[src/rtl/ham2d_pkg.sv]
// Shared constants, FSM state type and Hamming helper functions for the 2D
// product-code decoder (Hamming(15,11) columns, Hamming(7,4) rows).
`default_nettype none

package ham2d_pkg;

  localparam int COL_N       = 15;
  localparam int COL_K       = 11;
  localparam int ROW_N       = 7;
  localparam int ROW_K       = 4;
  localparam int GROUP_IN_W  = 105;
  localparam int GROUP_OUT_W = 44;

  typedef enum logic [1:0] {
    ST_IDLE   = 2'd0,
    ST_DECODE = 2'd1,
    ST_DONE   = 2'd2
  } ham2d_state_e;

  // Bit k-1 of a codeword is position k; the syndrome is the XOR of set positions.
  function automatic logic [3:0] ham_syndrome15(input logic [COL_N-1:0] cw);
    logic [3:0] s;
    s = '0;
    for (int k = 1; k <= COL_N; k++) begin
      if (cw[k-1]) s = s ^ 4'(k);
    end
    return s;
  endfunction

  function automatic logic [2:0] ham_syndrome7(input logic [ROW_N-1:0] cw);
    logic [2:0] s;
    s = '0;
    for (int k = 1; k <= ROW_N; k++) begin
      if (cw[k-1]) s = s ^ 3'(k);
    end
    return s;
  endfunction

  // Data bits live at the non-power-of-two positions, in ascending order.
  function automatic logic [COL_K-1:0] ham_data15(input logic [COL_N-1:0] cw);
    return {cw[14:8], cw[6:4], cw[2]};
  endfunction

  function automatic logic [ROW_K-1:0] ham_data7(input logic [ROW_N-1:0] cw);
    return {cw[6:4], cw[2]};
  endfunction

endpackage

`default_nettype wire

[src/rtl/ham2d_group_decoder.sv]
// Combinational decode of one group: 7 column codewords, then 11 row codewords,
// yielding 44 data bits and the count of columns/rows that needed a correction.
`default_nettype none

module ham2d_group_decoder
  import ham2d_pkg::*;
(
  input  logic [GROUP_IN_W-1:0]  group_i,
  output logic [GROUP_OUT_W-1:0] data_o,
  output logic [2:0]             col_err_o,
  output logic [3:0]             row_err_o
);

  logic [COL_K-1:0][ROW_N-1:0] mat;
  logic [COL_N-1:0]            cw;
  logic [COL_K-1:0]            cd;
  logic [ROW_N-1:0]            rw;
  logic [3:0]                  s15;
  logic [2:0]                  s7;

  always_comb begin
    data_o    = '0;
    col_err_o = '0;
    row_err_o = '0;
    mat       = '0;
    cw        = '0;
    cd        = '0;
    rw        = '0;
    s15       = '0;
    s7        = '0;
    // Column c feeds position c+1 of every row codeword.
    for (int c = 0; c < ROW_N; c++) begin
      cw  = group_i[c*COL_N +: COL_N];
      s15 = ham_syndrome15(cw);
      if (s15 != 4'd0) begin
        cw        = cw ^ (15'd1 << (s15 - 4'd1));
        col_err_o = col_err_o + 3'd1;
      end
      cd = ham_data15(cw);
      for (int r = 0; r < COL_K; r++) begin
        mat[r][c] = cd[r];
      end
    end
    for (int r = 0; r < COL_K; r++) begin
      rw = mat[r];
      s7 = ham_syndrome7(rw);
      if (s7 != 3'd0) begin
        rw        = rw ^ (7'd1 << (s7 - 3'd1));
        row_err_o = row_err_o + 4'd1;
      end
      data_o[r*ROW_K +: ROW_K] = ham_data7(rw);
    end
  end

endmodule

`default_nettype wire

[src/rtl/hamming_2d_stream_decoder.sv]
// Block-level 2D Hamming product decoder: one group per cycle through a shared
// group datapath. Optional cumulative stats enabled by HAM2D_ERR_STATS_EN.
`default_nettype none

module hamming_2d_stream_decoder
  import ham2d_pkg::*;
#(
  parameter int NUM_GROUPS = 1,
  parameter int CNT_W      = 8
) (
  input  logic                              clk,
  input  logic                              rst,
  input  logic                              in_valid,
  output logic                              in_ready,
  input  logic [GROUP_IN_W*NUM_GROUPS-1:0]  in_block,
  output logic                              out_valid,
  input  logic                              out_ready,
  output logic [GROUP_OUT_W*NUM_GROUPS-1:0] out_data,
`ifdef HAM2D_ERR_STATS_EN
  input  logic                              clr_stats,
  output logic [31:0]                       stat_col_total,
  output logic [31:0]                       stat_row_total,
`endif
  output logic [CNT_W-1:0]                  out_col_corr,
  output logic [CNT_W-1:0]                  out_row_corr
);

  localparam int GW = (NUM_GROUPS > 1) ? $clog2(NUM_GROUPS) : 1;
  localparam logic [GW-1:0] G_LAST = GW'(NUM_GROUPS - 1);

  if (NUM_GROUPS < 1 || CNT_W < 4 ||
      (CNT_W < 31 && (11 * NUM_GROUPS) > ((1 << CNT_W) - 1))) begin : g_bad_params
    $fatal(1, "hamming_2d_stream_decoder: CNT_W too small for 11*NUM_GROUPS");
  end

  ham2d_state_e                      state_q, state_d;
  logic [GW-1:0]                     g_q, g_d;
  logic [GROUP_IN_W*NUM_GROUPS-1:0]  block_q, block_d;
  logic [GROUP_OUT_W*NUM_GROUPS-1:0] data_q, data_d;
  logic [CNT_W-1:0]                  col_q, col_d, row_q, row_d;

  logic [GROUP_IN_W-1:0]  grp_in;
  logic [GROUP_OUT_W-1:0] grp_data;
  logic [2:0]             grp_col;
  logic [3:0]             grp_row;

  always_comb begin
    grp_in = block_q[GROUP_IN_W-1:0];
    for (int g = 1; g < NUM_GROUPS; g++) begin
      if (g_q == GW'(g)) grp_in = block_q[g*GROUP_IN_W +: GROUP_IN_W];
    end
  end

  ham2d_group_decoder u_group (
    .group_i   (grp_in),
    .data_o    (grp_data),
    .col_err_o (grp_col),
    .row_err_o (grp_row)
  );

  always_comb begin
    state_d = state_q;
    g_d     = g_q;
    block_d = block_q;
    data_d  = data_q;
    col_d   = col_q;
    row_d   = row_q;
    unique case (state_q)
      ST_IDLE: begin
        if (in_valid) begin
          block_d = in_block;
          g_d     = '0;
          col_d   = '0;
          row_d   = '0;
          state_d = ST_DECODE;
        end
      end
      ST_DECODE: begin
        for (int g = 0; g < NUM_GROUPS; g++) begin
          if (g_q == GW'(g)) data_d[g*GROUP_OUT_W +: GROUP_OUT_W] = grp_data;
        end
        col_d = col_q + CNT_W'(grp_col);
        row_d = row_q + CNT_W'(grp_row);
        if (g_q == G_LAST) state_d = ST_DONE;
        else               g_d     = g_q + GW'(1);
      end
      ST_DONE: begin
        if (out_ready) state_d = ST_IDLE;
      end
      default: state_d = ST_IDLE;
    endcase
  end

  always_ff @(posedge clk or posedge rst) begin
    if (rst) begin
      state_q <= ST_IDLE;
      g_q     <= '0;
      block_q <= '0;
      data_q  <= '0;
      col_q   <= '0;
      row_q   <= '0;
    end else begin
      state_q <= state_d;
      g_q     <= g_d;
      block_q <= block_d;
      data_q  <= data_d;
      col_q   <= col_d;
      row_q   <= row_d;
    end
  end

  assign in_ready     = (state_q == ST_IDLE);
  assign out_valid    = (state_q == ST_DONE);
  assign out_data     = data_q;
  assign out_col_corr = col_q;
  assign out_row_corr = row_q;

`ifdef HAM2D_ERR_STATS_EN
  logic [31:0] stat_col_q, stat_row_q;

  function automatic logic [31:0] sat_add32(input logic [31:0] a, input logic [CNT_W-1:0] b);
    logic [32:0] sum;
    sum = {1'b0, a} + 33'(b);
    return sum[32] ? 32'hFFFF_FFFF : sum[31:0];
  endfunction

  // A clear wins over a block completing in the same cycle.
  always_ff @(posedge clk or posedge rst) begin
    if (rst) begin
      stat_col_q <= '0;
      stat_row_q <= '0;
    end else if (clr_stats) begin
      stat_col_q <= '0;
      stat_row_q <= '0;
    end else if (out_valid && out_ready) begin
      stat_col_q <= sat_add32(stat_col_q, col_q);
      stat_row_q <= sat_add32(stat_row_q, row_q);
    end
  end

  assign stat_col_total = stat_col_q;
  assign stat_row_total = stat_row_q;
`endif

endmodule

`default_nettype wire

[config.mk]
export PLATFORM = sky130hd
export DESIGN_NAME = hamming_2d_stream_decoder
export DESIGN_NICKNAME = d
export VERILOG_FILES = /design/src/rtl/ham2d_pkg.sv /design/src/rtl/ham2d_group_decoder.sv /design/src/rtl/hamming_2d_stream_decoder.sv
export SDC_FILE = /design/constraint.sdc
export NUM_CORES = 1
export LEC_CHECK = 0
export ABC_AREA = 0
export CAP_MARGIN = 40
export CELL_PAD_IN_SITES_DETAIL_PLACEMENT = 1
export CELL_PAD_IN_SITES_GLOBAL_PLACEMENT = 1
export CORE_MARGIN = 3
export CORE_UTILIZATION = 46
export CTS_BUF_LIST = sky130_fd_sc_hd__clkbuf_8 sky130_fd_sc_hd__clkbuf_16
export CTS_CLUSTER_DIAMETER = 60
export DETAILED_ROUTE_END_ITERATION = 6
export HOLD_SLACK_MARGIN = 0.06
export PLACE_DENSITY_LB_ADDON = 0.1
export SKIP_LAST_GASP = 1
export SLEW_MARGIN = 15
export SYNTH_ARGS = -nofsm -noshare
export SYNTH_HDL_FRONTEND = slang
export SYNTH_SLANG_ARGS = --single-unit
[constraint.sdc]
create_clock -name clk -period 17.5 [get_ports clk]
set_input_delay 3.5 -clock clk [delete_from_list [all_inputs] [get_ports clk]]
set_output_delay 3.5 -clock clk [all_outputs]
set_load 0.005 [all_outputs]
==> results.yml <==
clock_tree:
  cts_inserted_buffers: 17
  cts_resized: 0
  cts_hold_buf: 0
  insertion_delay_ns: 0.44
  cts.sinks: 167
  clk_pin_slew_ns: 0.07
  htree_levels: 4
  cts-root-buf: "clkbuf_16"
  cts_tree: "yes"
  cts_setup_buffers: 0
  cts_max_path_buffers: 2
critical_path:
  critPathArrivalTime_ns: 10.39
  cpPeakStageDelay_ns: 0.69
  critPathLaunchType: "register"
  critPathTopFamily: "compound AO/OA/AOI/OAI gates"
  crit_fanout: 7
  end_kind: "register"
  startpoint: "block_q[89]$_DFFE_PP0P_"
  crit_required_ns: 17.81
  critical_path_class: "register to register"
  crit_path_top_delay_cell: "or4b_2"
  cp.buffers_inverters: 5
  reg2reg_from: "block_q[89]$_DFFE_PP0P_"
timing:
  report.final.slew_viol_count: 0
  worst_slew_pin_slew_ns: 0.8990
  tns_ns: 0
  fin_crit_sh_pct: 57.59
  grt_setup_unrepaired: "no"
  slew_headroom_pct: 39.86
  period_minus_slack_ns: 10.08
  fin_worst_skew_ns: 0.01290
  finalSetupViolCount: 0
  hold_viol_final: 0
  fmax_mhz: 99.22
drt:
  vias: 10548
  firstDrtPassIters: 4
  ant_nets: 0
  routedWlPerCell_um: 18.76
  initialDrtViolationCount: 564
  drc_errors: 0
  wl_um: 37420
  vias_per_cell: 5.287
grt:
  grt_use_total_pct: 25.63
  grt_antenna_before_repair: 0
  grt_pass1_vias: 11107
  grt.overflow.total: 0
  grt_pass1_wl_um: 59310
  grt_max_degree: 77
final_layout:
  multiInputGateArea_um2: 8193
  nFillCells: 3185
  most-common-layout-cells: "nand2_1 (452), xnor2_1 (232), clkdlybuf4s50_1 (170)"
  diodes: 0
  drive_above_1_share_pct: 4.414
  fin_nets: 1786
  seqCellArea_um2: 4179
  areaGrowthSynthToFinish_pct: 21.19
  mostFrequentLayoutCell: "nand2_1"
die:
  die_h_um: 171.8
  io_pins: 171
  rows: 60
  die_w_um: 171.8
  initial_core_util_pct: 46.93
  die_area_um2: 29520
  core-area_um2: 26950
outcome:
  status: "completed"
yosys:
  synth_edf_count: 0
  synth_top_area_share_pct: 33.04
  yosys_register_bits: 167
  synth.net_count: 1637
  async_flop_share_pct: 100.0
  yosysTopAreaCell: "dfrtp_1"
  synth.area.top_cells: "dfrtp_1 (33%), xnor2_1 (16%), nand2_1 (13%)"
  synth_ff_type: "dfrtp_1"
  yosys_warnings: 0
  ys_types: 67
  synthCells: 1493
  synth_area_um2: 12650
  seq_area_frac_synth_pct: 33.04
  avgSynthCellArea_um2: 8.471
placement:
  place.gp.congestion: 0.9122
  hpwl_um: 29470
  port_buffers: 170
min_path:
  min_from: "out_data[0]$_DFFE_PP0P_"
  min_path_type: "register to register"
flow_run:
  cap_violations: 0
==> per-layer routing <==
layer	vias to the layer above	track usage (%)	wire, um	part of all wire, %
li1	5131	-	-	-
met1	5143	32.48	16160	43
met2	214	44.78	18530	50
met3	60	4.091	1636	4.4
met4	0	8.435	1083	2.9
met5	-	0	0	0
==> worst register-to-register path, delay by kind of cell (launching register included) <==
family,cells,cell delay (ns)
flip-flops,1,0.43
multiplexers,2,0.42
XOR/XNOR,8,2.21
AO/OA/AOI/OAI,12,2.57
AND/OR/NAND/NOR,9,1.88
buffers and inverters,5,0.47
adder cells (fa/ha/maj),6,1.97
==> cells in the mapped netlist (2+ instances only) <==
cell type / n
nand2b_1: 15
inv_1: 27
xnor2_2: 5
mux2i_1: 22
or2_2: 7
nand2_1: 453
o31a_1: 2
nor3_1: 28
xor3_1: 2
and3_1: 4
or3_1: 3
nor4_1: 5
o21a_1: 2
o31ai_1: 7
xnor3_1: 15
nand3_1: 22
fa_1: 2
nor3b_1: 2
buf_1: 2
and2_1: 20
nand3b_1: 4
ha_1: 33
dfrtp_1: 167
a211oi_1: 2
a21o_1: 2
o211ai_1: 2
o311ai_0: 2
mux2_2: 6
o22ai_1: 12
nor4b_1: 12
xor2_1: 119
a21oi_1: 20
nor2b_1: 23
xnor2_1: 232
nor4bb_1: 2
a31oi_1: 7
clkbuf_1: 43
nor2_1: 54
nand4_1: 2
a21boi_0: 2
o21ai_0: 74
xor2_2: 2
xnor3_2: 2
==> final timing paths <==
kind	end	slack, ns	depth (start not counted)
max in group asynchronous	out_data[9]$_DFFE_PP0P_	13.22	4
setup / recovery	out_row_corr[6]$_DFFE_PP0P_	7.42	42
hold reg to reg	out_data[0]$_DFFE_PP0P_	0.48	2
min in group asynchronous	out_col_corr[7]$_DFFE_PP0P_	3.38	2
setup reg to reg	out_row_corr[6]$_DFFE_PP0P_	7.42	42
hold / removal	out_data[0]$_DFFE_PP0P_	0.48	2
==> flip-flops by register name, indices dropped and copies added, names as in the netlist <==
register and flops:
out_row_corr 8, state_q 2, block_q 105, out_data 44, out_col_corr 8
==> final cells by class <==
cell class                 instances  share of cell area (%)
clock buffer                      17                   2.776
timing repair buffer             177                   11.92
tap                              341                   2.784
clock inverter                    14                   1.078
sequential                       167                   27.27
multi-input combinational       1251                   53.45
inverter                          28                  0.7265
==> kinds of logic (layout without fill, tap and decap cells) <==
group | Yosys count | count (layout) | synth area share [%]
and+or+nand+nor | 666 | 666 | 23.20
xor gates and xnor gates | 378 | 378 | 28.85
DFF | 167 | 167 | 33.04
AOI/OAI and AO/OA | 144 | 144 | 6.757
buffers and inverters | 75 | 236 | 2.295
adders and majority gates | 35 | 35 | 3.581
muxes | 28 | 28 | 2.275
==> per-stage QoR <==
step | setup WS, ns | cells | instance area [um2] | hold slack (ns) | util [%]
after global placement | 8.120 | 1960 | 14630 | 0.4618 | 54.30
after detailed placement | 7.472 | 1964 | 14740 | 0.4694 | 54.68
final | 7.421 | 1995 | 15330 | 0.4776 | 56.87
after CTS | 7.419 | 1995 | 15330 | 0.4845 | 56.87
after floorplan | 8.870 | 1493 | 12650 | 0.4475 | -
after global routing | 6.578 | 1995 | 15330 | 0.5138 | 56.87
Power is not shown: default switching activity piles up to over one toggle a cycle in this logic, so the estimate is an artifact.
